--- src/rtl/cpu_step_disp_pkg.sv ---
// ============================================================================
// cpu_step_disp_pkg : shared FSM encoding and seven-segment constants
// Rev 1.0 : initial release
// ============================================================================
`default_nettype none

package cpu_step_disp_pkg;

  typedef enum logic [1:0] {
    ST_IDLE  = 2'd0,
    ST_STEP  = 2'd1,
    ST_WAIT  = 2'd2,
    ST_LATCH = 2'd3
  } state_t;

  localparam logic [7:0] SEG_BLANK = 8'hFF;
  localparam int         DIG_W     = 3;
  localparam int         TMO_W     = 8;

  // Active-low g..a patterns for 0-9, A, b, C, d, E, F
  localparam logic [6:0] HEX_SEG [16] = '{
    7'h40, 7'h79, 7'h24, 7'h30, 7'h19, 7'h12, 7'h02, 7'h78,
    7'h00, 7'h10, 7'h08, 7'h03, 7'h46, 7'h21, 7'h06, 7'h0E
  };

endpackage

`default_nettype wire

--- src/rtl/cpu_step_disp_hex_to_seg7.sv ---
// ============================================================================
// hex_to_seg7 : 4-bit nibble to active-low seven-segment pattern (g..a)
// Rev 1.0 : initial release
// ============================================================================
`default_nettype none

module hex_to_seg7
  import cpu_step_disp_pkg::*;
(
  input  logic [3:0] nib,
  output logic [6:0] seg
);

  assign seg = HEX_SEG[nib];

endmodule

`default_nettype wire

--- src/rtl/cpu_step_disp.sv ---
// ============================================================================
// cpu_step_disp : single-step controller with 8-digit multiplexed debug display
// Optional: define STEP_CNT_EN to build the step counter shown on digits 7..6.
// Rev 1.0 : initial release
// ============================================================================
`default_nettype none

module cpu_step_disp
  import cpu_step_disp_pkg::*;
#(
  parameter int SCAN_DIV     = 50000,
  parameter int DONE_TIMEOUT = 255
) (
  input  logic        clk,
  input  logic        rst,
  input  logic        start,
  input  logic [2:0]  key_v,
  input  logic        cpu_done,
  input  logic [15:0] dbg_word,
  output logic        cpu_step,
  output logic [2:0]  dbg_sel,
  output logic        busy,
  output logic [7:0]  seg,
  output logic [7:0]  an
);

  localparam int               PRE_W    = $clog2(SCAN_DIV);
  localparam logic [TMO_W-1:0] TMO_LAST = TMO_W'(DONE_TIMEOUT - 1);
  localparam logic [PRE_W-1:0] PRE_LAST = PRE_W'(SCAN_DIV - 1);

  state_t             r_state;
  state_t             w_next;
  logic [TMO_W-1:0]   r_tmo;
  logic               r_err;
  logic [15:0]        r_word;
  logic               r_step;
  logic               r_busy;
  logic [2:0]         r_sel;
  logic               w_tmo_hit;

  assign w_tmo_hit = (r_state == ST_WAIT) && !cpu_done && (r_tmo == TMO_LAST);

  always_comb begin
    w_next = r_state;
    case (r_state)
      ST_IDLE:  if (start) w_next = ST_STEP;
      ST_STEP:  w_next = ST_WAIT;
      ST_WAIT:  if (cpu_done || w_tmo_hit) w_next = ST_LATCH;
      ST_LATCH: w_next = ST_IDLE;
      default:  w_next = ST_IDLE;
    endcase
  end

  // Step enable and busy are registered from the next state so they line up with it.
  always_ff @(posedge clk or posedge rst) begin
    if (rst) begin
      r_state <= ST_IDLE;
      r_step  <= 1'b0;
      r_busy  <= 1'b0;
      r_sel   <= '0;
      r_tmo   <= '0;
      r_err   <= 1'b0;
      r_word  <= '0;
    end else begin
      r_state <= w_next;
      r_step  <= (w_next == ST_STEP);
      r_busy  <= (w_next != ST_IDLE);
      r_sel   <= key_v;
      case (r_state)
        ST_IDLE: begin
          r_word <= dbg_word;
          if (start) r_err <= 1'b0;
        end
        ST_STEP: r_tmo <= '0;
        ST_WAIT: begin
          if (!cpu_done) r_tmo <= r_tmo + TMO_W'(1);
          if (w_tmo_hit) r_err <= 1'b1;
        end
        ST_LATCH: r_word <= dbg_word;
        default: ;
      endcase
    end
  end

  assign cpu_step = r_step;
  assign busy     = r_busy;
  assign dbg_sel  = r_sel;

`ifdef STEP_CNT_EN
  logic [7:0] r_cnt;

  always_ff @(posedge clk or posedge rst) begin
    if (rst)                     r_cnt <= '0;
    else if (r_state == ST_LATCH) r_cnt <= r_cnt + 8'd1;
  end
`endif

  // Display scan: segment data is computed for the digit about to be enabled.
  logic [PRE_W-1:0] r_pre;
  logic [DIG_W-1:0] r_dig;
  logic [DIG_W-1:0] w_dig_nxt;
  logic             w_wrap;
  logic [3:0]       w_nib;
  logic             w_blank;
  logic             w_dp_n;
  logic [6:0]       w_pat;
  logic [7:0]       w_seg_nxt;

  assign w_wrap    = (r_pre == PRE_LAST);
  assign w_dig_nxt = r_dig + DIG_W'(1);

  always_comb begin
    w_nib   = 4'h0;
    w_blank = 1'b0;
    w_dp_n  = 1'b1;
    case (w_dig_nxt)
      3'd0: begin
        w_nib  = r_word[3:0];
        w_dp_n = ~r_err;
      end
      3'd1: w_nib = r_word[7:4];
      3'd2: w_nib = r_word[11:8];
      3'd3: w_nib = r_word[15:12];
      3'd4: w_blank = 1'b1;
      3'd5: w_nib = {1'b0, r_sel};
`ifdef STEP_CNT_EN
      3'd6: w_nib = r_cnt[3:0];
      3'd7: w_nib = r_cnt[7:4];
`else
      3'd6: w_blank = 1'b1;
      3'd7: w_blank = 1'b1;
`endif
      default: w_blank = 1'b1;
    endcase
  end

  hex_to_seg7 u_hex_to_seg7 (
    .nib (w_nib),
    .seg (w_pat)
  );

  assign w_seg_nxt = w_blank ? SEG_BLANK : {w_dp_n, w_pat};

  always_ff @(posedge clk or posedge rst) begin
    if (rst) begin
      r_pre <= '0;
      r_dig <= '0;
      an    <= 8'hFF;
      seg   <= SEG_BLANK;
    end else if (w_wrap) begin
      r_pre <= '0;
      r_dig <= w_dig_nxt;
      an    <= ~(8'b1 << w_dig_nxt);
      seg   <= w_seg_nxt;
    end else begin
      r_pre <= r_pre + PRE_W'(1);
    end
  end

endmodule

`default_nettype wire

--- config.mk ---
export PLATFORM = sky130hd
export DESIGN_NAME = cpu_step_disp
export DESIGN_NICKNAME = d
export VERILOG_FILES = /design/src/rtl/cpu_step_disp_pkg.sv /design/src/rtl/cpu_step_disp_hex_to_seg7.sv /design/src/rtl/cpu_step_disp.sv
export SDC_FILE = /design/constraint.sdc
export NUM_CORES = 1
export LEC_CHECK = 0
export BUFFER_PORTS_ARGS = -buffer_cell sky130_fd_sc_hd__buf_2
export CAP_MARGIN = 20
export CORE_MARGIN = 2
export CORE_UTILIZATION = 40
export CTS_CLUSTER_DIAMETER = 80
export DETAILED_ROUTE_END_ITERATION = 6
export SETUP_SLACK_MARGIN = 0.3
export SLEW_MARGIN = 20
export SYNTH_ARGS = -nofsm -noshare
export SYNTH_HDL_FRONTEND = slang
export SYNTH_SLANG_ARGS = --single-unit
--- constraint.sdc ---
create_clock -name clk -period 3.7 [get_ports clk]
set_input_delay 0.185 -clock clk [delete_from_list [all_inputs] [get_ports clk]]
set_output_delay 0.185 -clock clk [all_outputs]
set_load 0.02 [all_outputs]
Yosys cells after proc, flatten, opt, wreduce, memory -nomap -nowiden
Memory sizes are Yosys's and may differ from the RTL's.
Index checks and enable logic that the tools add are counted.
{ "word_totals": {"mem_bits_ro": 112, "in_bits": 23, "out_inout_bits": 21, "memories": 1, "regBits": 67, "elab_cells": 64} }
{ "classes": {"addsub": 3, "muxes": 15, "magnitude_cmp": 1, "bitwise": 3, "reduce_logical": 13, "eq_ne": 16, "shifts": 1} }
{ "mem_list": {"columns": ["memory", "depth", "width", "rd", "rd_ports_with_merged_regs", "write_ports", "line_no", "source"], "rows": [
  ["(name not given)", 16, 7, 1, 0, 0, "cpu_step_disp_hex_to_seg7.sv:14", "assign seg = HEX_SEG[nib];"]
]} }
{ "ops": {"columns": ["cell", "count"], "rows": [
  ["$pmux W4 S5", 1],
  ["$add A16 B1 Y16 const B", 1],
  ["$eq A16 B16 Y1 const B", 1],
  ["$mux W16", 1],
  ["$mux W8", 2],
  ["$pmux W8 S2", 1],
  ["$mux W7", 2],
  ["$eq A3 B3 Y1 const B", 4],
  ["$add A8 B1 Y8 const B", 1],
  ["$eq A8 B8 Y1 const B", 1],
  ["$not A8 Y8", 1],
  ["$pmux W2 S4", 1],
  ["$shl A1 B3 Y8 const A", 1],
  ["$eq A3 B2 Y1 const B", 2],
  ["$ne A2 B2 Y1 const B", 3],
  ["$reduce_bool A2 Y1", 3],
  ["$ge A5 B5 Y1 const B", 1],
  ["$not A4 Y5", 1],
  ["$eq A2 B1 Y1 const B", 2],
  ["$eq A2 B2 Y1 const B", 2],
  ["$mux W1", 4],
  ["$mux W2", 2],
  ["$add A3 B1 Y3 const B", 1],
  ["$eq A3 B1 Y1 const B", 1],
  ["other kinds (11)", 12]
]} }

Depth between registers and ports, before layout
Gate-level depths: netlist of the first run.
{ "depth": {"depth_word": 8, "depth_mapped": 13, "mapped_depth_nobuf": 12} }

By module
A second synthesis of the first run with hierarchy kept.
{ "hier_totals": {"cells_unflattened": 311, "area_unflattened_um2": 3324.4} }
{ "modules_own_cells": {"columns": ["mod", "instances", "cells_per_inst", "area_each_um2", "seq_area_each_um2"], "rows": [
  ["cpu_step_disp", 1, 275, 3067.9, 1696.6],
  ["hex_to_seg7", 1, 36, 256.5, 0.0]
]} }

Least setup slack after synthesis of the first run
No wires, ideal clock.
{ "synth_timing": {"kind": "reg2reg", "start": "register r_dig[0]", "end": "register seg[3]", "stages_incl_launch_ff": 10, "arrival_time_ps": 2482, "path_slack_ps": 1140, "path_buffers": 1, "required_ps": 3621, "setup_ps": 79, "period_less_slack_ps": 2560, "cell_sequence": "dfrtp_1 -> ha_1 -> clkbuf_1 -> a222oi_1 -> nor2_1 -> o21ai_0 -> inv_1 -> ha_1 -> a211o_1 -> o211a_1"} }
{ "synth_between": {"elab_chain_cells": 8, "elab_cells_between_ends": 17, "cone_classes": "add/sub: 1; eq/ne: 7; mux: 5; bitwise: 1; reduce/logical: 2; memory: 1"} }
{ "synth_lines": {"columns": ["item", "line_no", "source"], "rows": [
  ["start, declared", "cpu_step_disp.sv:100", "logic [DIG_W-1:0] r_dig;"],
  ["start signal, assigned", "cpu_step_disp.sv:152", "r_dig <= w_dig_nxt;"],
  ["$add A3 B1 Y3 (*)", "cpu_step_disp.sv:110", "assign w_dig_nxt = r_dig + DIG_W'(1);"],
  ["$eq A3 B3 Y1, or another cell as far along", "cpu_step_disp.sv:116", "case (w_dig_nxt)"],
  ["$pmux W4 S5", "cpu_step_disp.sv:116", null],
  ["$not A4 Y5 (not written as such)", "cpu_step_disp_hex_to_seg7.sv:14", null],
  ["$mem_v2 Z16 W7", null, null],
  ["$mux W7 (not written as such) (2 in a row)", "cpu_step_disp_hex_to_seg7.sv:14", null],
  ["$mux W8 (*)", "cpu_step_disp.sv:142", "assign w_seg_nxt = w_blank ? SEG_BLANK : {w_dp_n, w_pat};"],
  ["end signal, assigned", "cpu_step_disp.sv:154", "seg <= w_seg_nxt;"],
  ["end, declared", "cpu_step_disp.sv:23", "output logic [7:0] seg,"]
]} }
Mark *: on every way between the ends. The rest lies on a longest branch, timed or not. The select of a mux whose other input is x is not followed.
A chain may end at the register's enable or synchronous reset.

Worst setup path after layout of the first run
Same ends and word-level chain as after synthesis.

==> impl_summary.txt, run 1 <==
----------------------------------------------------
[Placed design]
  DPL Wire Length ... 4900 µm
  Number of placed cells counting well taps ... 454
  Placer Congestion ... 0.833
  IO Port Bufs ... 43

[Synth]
  Mapped cell area ... 3370 µm²
  Xor and xnor area share after synthesis ... 0.0616
  Largest family of logic cells by synthesized area ... simple AND/OR/NAND/NOR gates
  Instance count of the mapped netlist ... 314
  Avg Synthesized Cell Area ... 10.7 µm²
  Simple-gate share of the synthesized area ... 0.149
  Post-synthesis mux area share ... 0.0608
  EDFF count, synth ... 0
  Fraction of synthesis flops using an asynchronous set or reset pin ... 1.00
  Share of synthesized area occupied by flip-flops and latches ... 0.503
  Most instantiated flip-flop cell in the synthesis netlist ... dfrtp_1
  Adder-cell share of the synthesized area ... 0.0631
  Area fraction in compound gates after synthesis ... 0.136
  Count of warnings emitted by yosys ... 0
  Number of distinct standard cells referenced by the synthesized netlist ... 52
  Number of synthesized register bits ... 67
  Synthesized netlist net count ... 354

[Timing]
  Number of setup violations in the final report ... 0
  Setup repair after global routing missed its margin ... false
  Final Hold Vio Count ... 5
  Min Tclk post-route ... 2.97 ns
  Largest clock skew in the final design ... 0.0107 ns
  Portion of the clock cycle consumed by the worst path in the final layout ... 0.802
  Worst max-slew margin expressed relative to the limit ... 0.421
  Worst hold slack across all endpoints ... -0.0134 ns
  Slew at the pin closest to its max-slew limit ... 0.867 ns
  Final Slew Violations ... 0
  Achievable clock frequency ... 337 MHz
  Setup TNS ... 0 ns

[Worst setup path]
  End of the worst register-to-register path ... seg[3]
  Worst Reg-to-Reg Cells ... 9
  Element type at the critical path end ... flop
  Critical Path RT ... 3.97 ns
  Crit path max fanout ... 10
  Worst setup path category ... reg2reg
  Arrival time worst endpoint ... 3.23 ns
  Critical register-to-register path startpoint ... r_dig[0]
  Worst setup slack for register-to-register paths ... 0.73 ns
  Crit start category ... flop

[Floorplanning]
  Initial Util ... 0.413
  Site row count ... 33
  Vertical die dimension ... 95.8 µm
  Top-level I/O count ... 44
  Core footprint ... 8180 µm²
  Die Width ... 95.8 µm
  Die Area ... 9180 µm²

[Routing]
  Vias per cell ... 5.30
  Total iterations of the first detailed-routing run ... 4
  DRC violation count after routing ... 0
  Routed wire length per instance ... 14.4 µm
  Count of antenna-violating nets left after detailed routing ... 0
  Total number of vias ... 2506
  Final WL ... 6810 µm
  Initial DRC Count ... 85

[Clock network]
  Clock tree buffer depth ... 2
  CTS Sinks ... 67
  H-tree lvl count ... 3
  PostCTS Resize Cnt ... 0
  CTS tree ... done
  Worst skew pair latency ... 0.34 ns
  CTS Buf Count ... 9
  Clock-pin transition on the worst setup and hold timing paths ... 0.08 ns
  CTS Root Buffer Type ... clkbuf_8

[Power]
  Share of total power in sequential cells ... 0.410
  Internal Pwr Total ... 1530 µW
  Sw Share ... 0.335
  Lkg Pwr ... 0.00175 µW
  Clock group share of total power ... 0.264
  Power density of the placed cells ... 586 nW/µm²
  Largest voltage drop on the vdd net ... 0.000341 V
  Relative contribution of combinational cells to total power ... 0.326
  NetSw ... 772 µW

[Final layout]
  P&R area growth vs syn ... 16.5%
  Number of standard cells in the final layout excluding fillers ... 473
  Final #Nets ... 403
  Share of layout cells above drive strength 1 ... 0.283
  Antenna Diode Count ... 0

[GRT]
  Via count of the first global-routing pass ... 2496
  Total grt overflow ... 0
  Global-route total usage across every layer ... 0.167
  Maximum number of pins on one net before global-route repair ... 52
  First-pass GRT wire length ... 11800 µm
  Number of antenna violations at the first check in global routing ... 0

[Job]
  Count of maximum capacitance violations ... 0

[Run status]
  Outcome ... finished with violations
  Violated checks ... negative hold slack

[Min path]
  Min-delay worst type ... in2async

----------------------------------------------------
cells in the final DEF (no fill, tap or decap), types with 3 or more instances in the layout:
master / instances
buf_4: 3
clkbuf_8: 9
xor2_1: 5
inv_1: 10
xnor2_1: 15
nand4_1: 7
o211ai_1: 4
buf_2: 43
nand3_1: 12
a31oi_1: 16
dfstp_2: 16
dlygate4sd3_1: 3
nor2b_1: 3
ha_1: 17
o31ai_1: 4
nand2_1: 19
a21oi_1: 8
o21ai_0: 10
and4_1: 4
or2_2: 5
o22ai_1: 3
nor2_1: 33
dfrtp_1: 51
mux2_2: 16
nor3_1: 4
cell usage after synthesis (all sizes together) (3+ instances only):
library cell | count | area share
o31ai | 4 | 0.0089
nor3 | 4 | 0.0059
buf | 6 | 0.0078
xor2 | 6 | 0.018
a31oi | 16 | 0.030
o211ai | 4 | 0.0089
and4 | 4 | 0.010
nand2 | 19 | 0.021
dfrtp | 51 | 0.38
xnor2 | 16 | 0.044
nor2 | 33 | 0.037
dfstp | 16 | 0.12
a21oi | 9 | 0.017
o22ai | 3 | 0.0056
clkbuf | 5 | 0.0056
ha | 17 | 0.063
nor2b | 3 | 0.0056
inv | 11 | 0.012
o21ai | 11 | 0.016
or2 | 5 | 0.0093
nand3 | 12 | 0.018
mux2 | 17 | 0.058
nand4 | 7 | 0.013
through the flow:
step | worst slack (ns) | area, µm² | hold WS, ns | total power, µW | utilization
global placement | 0.893 | 3700 | 0.292 | 1690 | 0.452
floorplan | 1.14 | 3370 | 0.216 | 1540 | -
detailed placement | 0.824 | 3700 | 0.294 | 1710 | 0.452
global route | 0.421 | 3930 | 0.0258 | 2450 | 0.481
finish | 0.734 | 3930 | -0.0134 | 2300 | 0.481
CTS | 0.796 | 3930 | 0.0235 | 2320 | 0.480
kinds of logic (layout without fill, tap and decap cells):
family	count (synthesis)	after routing
multiplexers	18	18
XOR/XNOR	22	22
AO/OA/AOI/OAI	67	67
AND/OR/NAND/NOR	100	100
adder cells (fa/ha/maj)	17	17
flip-flops	67	67
buffers and inverters	23	77
power by group through the flow:
| stage | sequential, µW | combinational (µW) | clock [µW] |
|---|---|---|---|
| 2_1_floorplan | 944 | 592 | 0 |
| 3_3_place_gp | 957 | 733 | 0 |
| 3_5_place_dp | 960 | 746 | 0 |
| 4_1_cts | 945 | 751 | 625 |
| 5_1_grt | 960 | 833 | 660 |
| 6_report | 945 | 752 | 608 |
final cells by class:
type,count,area (µm²)
timing repair buffer,49,268
clock inverter,7,76.3
multi-input combinational,224,1590
tap,105,131
inverter,12,46.3
fill,766,4250
sequential,67,1700
clock buffer,9,124
routing by layer:
layer	GRT usage	vias up	routed length (µm)	share of wire
li1	-	1228	-	-
met3	0.0352	14	257	0.038
met1	0.222	1209	3270	0.48
met4	0.0762	0	129	0.019
met2	0.263	55	3160	0.46
met5	0	-	0	0
worst max path at each step:
| stage | startpoint | endpoint | slack, ns | cells past startpoint |
|---|---|---|---|---|
| 2_1_floorplan | r_dig[0] | seg[3] | 1.14 | 9 |
| 3_3_place_gp | r_dig[0] | seg[0] | 0.89 | 11 |
| 3_5_place_dp | r_dig[0] | seg[3] | 0.82 | 9 |
| 4_1_cts | r_dig[0] | seg[3] | 0.80 | 9 |
| 5_1_grt | r_dig[0] | seg[3] | 0.42 | 9 |
| 6_report | r_dig[0] | seg[3] | 0.73 | 9 |
flip-flops by register name (all words and copies together), names as in the netlist:
name	cells
dbg_sel	3
r_dig	3
busy	1
an	8
r_err	1
cpu_step	1
r_tmo	8
r_word	16
seg	8
r_pre	16
r_state	2
timing repair:
item                                   CTS  global route
setup buffers                            0             0
endpoints found under the hold margin    3             0
hold buffers                             3             0
worst max-delay path, stage by stage (launching register included):
cell	delay [ns]
dfrtp_1	0.44
ha_1	0.31
xor2_2	0.42
nor2_1	0.14
o21ai_0	0.48
inv_1	0.17
ha_1	0.27
a211oi_1	0.35
o211ai_1	0.15
o211a_1	0.16
Power figures use the tool's default switching activity.
==> run 2, diff against run 1 <==
clock period = 2.48 ns   (was 3.7 ns; I/O delays follow)
==> impl_summary.txt, run 2 (same netlist as run 1, synthesis figures left out) <==
----------------------------------------------------
[Timing]
  Achievable clock frequency ... 425 MHz
  Setup TNS ... 0 ns
  Largest clock skew in the final design ... 0.0102 ns
  Slew at the pin closest to its max-slew limit ... 0.868 ns
  Number of setup violations in the final report ... 0
  Final Hold Vio Count ... 0
  Worst max-slew margin expressed relative to the limit ... 0.420
  Min Tclk post-route ... 2.35 ns
  Portion of the clock cycle consumed by the worst path in the final layout ... 0.949
  Setup repair after global routing missed its margin ... true
  Final Slew Violations ... 0

[Floorplanning]
  Initial Util ... 0.413
  Core footprint ... 8180 µm²
  Die Area ... 9180 µm²
  Vertical die dimension ... 95.8 µm
  Top-level I/O count ... 44
  Site row count ... 33
  Die Width ... 95.8 µm

[Worst setup path]
  Arrival time worst endpoint ... 2.64 ns
  Worst Reg-to-Reg Cells ... 8
  Element type at the critical path end ... flop
  Crit path max fanout ... 5
  Crit start category ... flop
  Worst setup slack for register-to-register paths ... 0.13 ns
  Worst setup path category ... reg2reg
  Critical register-to-register path startpoint ... r_dig[0]
  Critical Path RT ... 2.77 ns
  Timing startpoint of the critical path ... r_dig[0]

[Final layout]
  Leading cell type in the layout, fill and taps excluded ... dfrtp_1
  P&R area growth vs syn ... 31.1%
  Final Core Density ... 0.541
  Multi-input gate area in the final layout ... 1750 µm²
  # fillers ... 711
  Leading cell types in the layout, fill and taps excluded ... dfrtp_1, buf_2, nor2_1
  Antenna Diode Count ... 0
  Final #Nets ... 434
  Biggest regs ... r_pre (16), r_word (16)
  Share of layout cells above drive strength 1 ... 0.358
  Area taken by flip-flops and latches ... 1700 µm²

[Routing]
  DRC violation count after routing ... 0
  Count of antenna-violating nets left after detailed routing ... 0
  Total number of vias ... 2674
  Total iterations of the first detailed-routing run ... 4
  Vias per cell ... 5.31
  Initial DRC Count ... 107
  Routed wire length per instance ... 14.9 µm
  Final WL ... 7530 µm

[Clock network]
  CTS Sinks ... 67
  H-tree lvl count ... 3
  CTS Buf Count ... 9
  Clock tree buffer depth ... 2
  CTS tree ... done
  Worst skew pair latency ... 0.35 ns
  CTS Root Buffer Type ... clkbuf_8
  Clock-pin transition on the worst setup and hold timing paths ... 0.08 ns

[Run status]
  Outcome ... completed

[Power]
  Largest voltage drop on the vdd net ... 0.000527 V
  Power density of the placed cells ... 844 nW/µm²
  Lkg Pwr ... 0.00191 µW

[GRT]
  Global-route total usage across every layer ... 0.178
  First-pass GRT wire length ... 12500 µm
  Number of antenna violations at the first check in global routing ... 0
  Total grt overflow ... 0
  Maximum number of pins on one net before global-route repair ... 41
  Via count of the first global-routing pass ... 2621

[Placed design]
  IO Port Bufs ... 43
  Placer Congestion ... 0.869
  DPL Wire Length ... 5110 µm

[Min path]
  Cell count of the worst hold path ... 2
  Hold_sp ... dbg_word[6]
  Min-delay worst type ... in2reg

[Job]
  Count of maximum capacitance violations ... 0

----------------------------------------------------
[run 2: cell count changes in the layout (fill, tap and decap cells not counted), moves of 3 or more]
cell,change
ha_1,-9
ha_2,+3
ha_4,+6
inv_2,+4
dlygate4sd3_1,+16
inv_1,-5
buf_4,+12
[run 2: worst paths after layout]
check	to
max in group asynchronous	dbg_sel[2]
hold reg to reg	seg[7]
setup / recovery	seg[3]
hold / removal	r_word[6]
setup reg to reg	seg[3]
min in group asynchronous	r_pre[0]
[run 2: area by class of cell]
class | count | share of cell area
Inverter | 12 | 0.0113
Clock inverter | 6 | 0.0204
Timing Repair Buffer | 80 | 0.130
Multi-Input combinational cell | 224 | 0.396
Sequential cell | 67 | 0.384
Tap cell | 105 | 0.0297
Clock buffer | 10 | 0.0289
[run 2: critical path: stages, from the launching register on]
cell     delay, ns
dfrtp_2       0.49
ha_4          0.21
xnor2_4       0.18
mux2_4        0.32
and2_4        0.13
or2_4         0.27
ha_4          0.22
a211o_1       0.26
o211a_1       0.20
[run 2: timing repair]
item | CTS | global route
hold buffers | 19 | 0
setup endpoints to repair | 7 | 7
gates resized for setup | 15 | 5
setup buffers | 5 | 2
hold endpoints to repair | 41 | 0
pin swaps | 11 | 6
[run 2: where the power goes]
group | switching [µW] | leakage [µW] | internal, µW
sequential | 124 | 0.000805 | 1290
combinational | 671 | 0.000997 | 636
clock | 443 | 0.000106 | 568
[run 2: per-stage QoR]
step	area [µm²]	hold slack (ns)	setup slack [ns]	instances	power, µW
3_3_place_gp	3870	0.232	0.0723	462	2630
2_1_floorplan	3480	0.155	0.162	314	2360
3_5_place_dp	3870	0.234	0.00438	462	2660
5_1_grt	4420	0.0115	0.0274	504	3960
4_1_cts	4390	0.000916	0.153	502	3730
6_report	4420	0.0128	0.128	504	3730
[run 2: per-layer routing]
metal	part of all wire	global-route usage	vias to the layer above
li1	-	-	1296
met1	0.47	0.236	1307
met2	0.47	0.287	54
met3	0.033	0.0298	17
met4	0.026	0.0810	0
met5	0	0	-
==> run 3, diff against run 2 <==
BUFFER_PORTS_ARGS = -buffer_cell sky130_fd_sc_hd__clkbuf_2   (was -buffer_cell sky130_fd_sc_hd__buf_2)
==> impl_summary.txt, run 3 (same netlist as run 1, synthesis figures left out) <==
----------------------------------------------------
[GRT]
  First-pass GRT wire length ... 12200 µm
  Maximum number of pins on one net before global-route repair ... 37
  Via count of the first global-routing pass ... 2539
  Number of antenna violations at the first check in global routing ... 0
  Total grt overflow ... 0
  Global-route total usage across every layer ... 0.174

[Final layout]
  P&R area growth vs syn ... 30.2%
  Antenna Diode Count ... 0
  Final #Nets ... 430
  Share of layout cells above drive strength 1 ... 0.365
  Leading cell type in the layout, fill and taps excluded ... dfrtp_1
  Biggest regs ... r_pre (16), r_word (16)
  Area of all placed cells without fillers ... 4390 µm²
  Leading cell types in the layout, fill and taps excluded ... dfrtp_1, clkbuf_2, nor2_1

[Worst setup path]
  Largest stage delay, worst path ... 0.48 ns
  Element type at the critical path end ... flop
  Critical Path RT ... 2.77 ns
  Crit path max fanout ... 6
  Critical register-to-register path startpoint ... r_dig[0]
  Timing startpoint of the critical path ... r_dig[0]
  Worst path cell trace ... inv_2 > ha_2 > or2_4 > a21boi_2 > or2_4 > inv_4 > ha_4 > inv_2 > a31oi_4 > buf_4 > o211a_1
  Arrival time worst endpoint ... 2.68 ns
  WP buf/inv ... 4
  Worst Reg-to-Reg Cells ... 11
  Slowest CP cell ... dfrtp_2
  Critical Path Stages ... 11
  Worst setup path category ... reg2reg
  Crit path max-delay family ... simple AND/OR/NAND/NOR gates
  Crit start category ... flop

[Power]
  Power density of the placed cells ... 874 nW/µm²
  Largest voltage drop on the vdd net ... 0.000489 V
  Lkg Pwr ... 0.00189 µW

[Placed design]
  DPL Wire Length ... 5070 µm
  Placer Congestion ... 0.877
  IO Port Bufs ... 43
  Total cell area at the placement stage ... 3870 µm²

[Timing]
  Final Slew Violations ... 0
  Setup repair after global routing missed its margin ... true
  Min Tclk post-route ... 2.39 ns
  Achievable clock frequency ... 419 MHz
  Number of setup violations in the final report ... 0
  Largest clock skew in the final design ... 0.0119 ns
  Worst hold slack across all endpoints ... 0.0129 ns
  Final Hold Vio Count ... 0
  Worst max-slew margin expressed relative to the limit ... 0.453
  Portion of the clock cycle consumed by the worst path in the final layout ... 0.962
  Slew at the pin closest to its max-slew limit ... 0.812 ns

[Clock network]
  H-tree lvl count ... 3
  CTS Sinks ... 67
  CTS tree ... done
  CTS Root Buffer Type ... clkbuf_8
  Clock tree buffer depth ... 2
  Worst skew pair latency ... 0.34 ns
  CTS Buf Count ... 9
  Clock-pin transition on the worst setup and hold timing paths ... 0.08 ns

[Routing]
  Routed wire length per instance ... 14.6 µm
  Total iterations of the first detailed-routing run ... 4
  Total number of vias ... 2603
  Vias per cell ... 5.21
  DRC violation count after routing ... 0
  Count of antenna-violating nets left after detailed routing ... 0
  Initial DRC Count ... 80
  Final WL ... 7320 µm

[Floorplanning]
  Core footprint ... 8180 µm²
  Die Area ... 9180 µm²
  Vertical die dimension ... 95.8 µm
  Initial Util ... 0.413
  Die Width ... 95.8 µm
  Top-level I/O count ... 44
  Site row count ... 33

[Min path]
  Hold_sp ... dbg_word[13]
  Cell count of the worst hold path ... 2
  Min-delay worst type ... in2reg

[Run status]
  Outcome ... completed

[Job]
  Count of maximum capacitance violations ... 0

----------------------------------------------------
[run 3: cell count changes in the layout (fill, tap and decap cells not counted), sizes merged]
cell and delta:
clkinv -2, clkbuf +43, buf -42, clkinvlp +1, bufinv +1, dlygate4sd3 -5
[run 3: worst paths after layout]
path | endpoint | slack, ns
worst min-delay path | r_word[13] | 0.01
min in group asynchronous | r_pre[9] | 0.46
worst max register to register | seg[3] | 0.09
max in group asynchronous | r_word[9] | 1.39
worst max-delay path | seg[3] | 0.09
worst min register to register | seg[7] | 0.47
[run 3: cell type report]
class / instances / area [µm²]
clock buffers: 10 / 128
clock inverters: 6 / 114
fillers: 708 / 3780
inverters: 12 / 47.5
multi-input cells: 224 / 1750
flip-flops and latches: 67 / 1700
well taps: 105 / 131
repair buffers: 76 / 522
[run 3: what timing repair did]
action                                 CTS  global route
pin swaps                                7             6
setup buffers                            4             3
setup endpoints to repair                7             7
endpoints found under the hold margin   32             0
hold buffers                            14             0
resized for setup                       10            10
[run 3: stage by stage]
stage | setup WS, ns | power, µW | util | TNS, ns | instances
finish | 0.0930 | 3840 | 0.537 | 0 | 500
global route | 0.00565 | 4070 | 0.537 | 0 | 500
CTS | 0.137 | 3810 | 0.529 | 0 | 497
detailed placement | -0.0140 | 2650 | 0.473 | -0.0140 | 463
global placement | 0.0752 | 2640 | 0.473 | 0 | 463
floorplan | 0.162 | 2360 | - | 0 | 314
[run 3: power by group]
| part | switching (µW) | internal (µW) |
|---|---|---|
| clock network | 435 | 670 |
| registers | 120 | 1290 |
| logic | 681 | 639 |
| total | 1240 | 2600 |
[run 3: per-layer routing]
layer	part of all wire	GRT usage	up-vias	routed length, µm
met1	0.47	0.233	1247	3440
met4	0.013	0.0583	0	95
li1	-	-	1277	-
met5	0	0	-	0
met2	0.47	0.270	69	3430
met3	0.048	0.0525	10	349
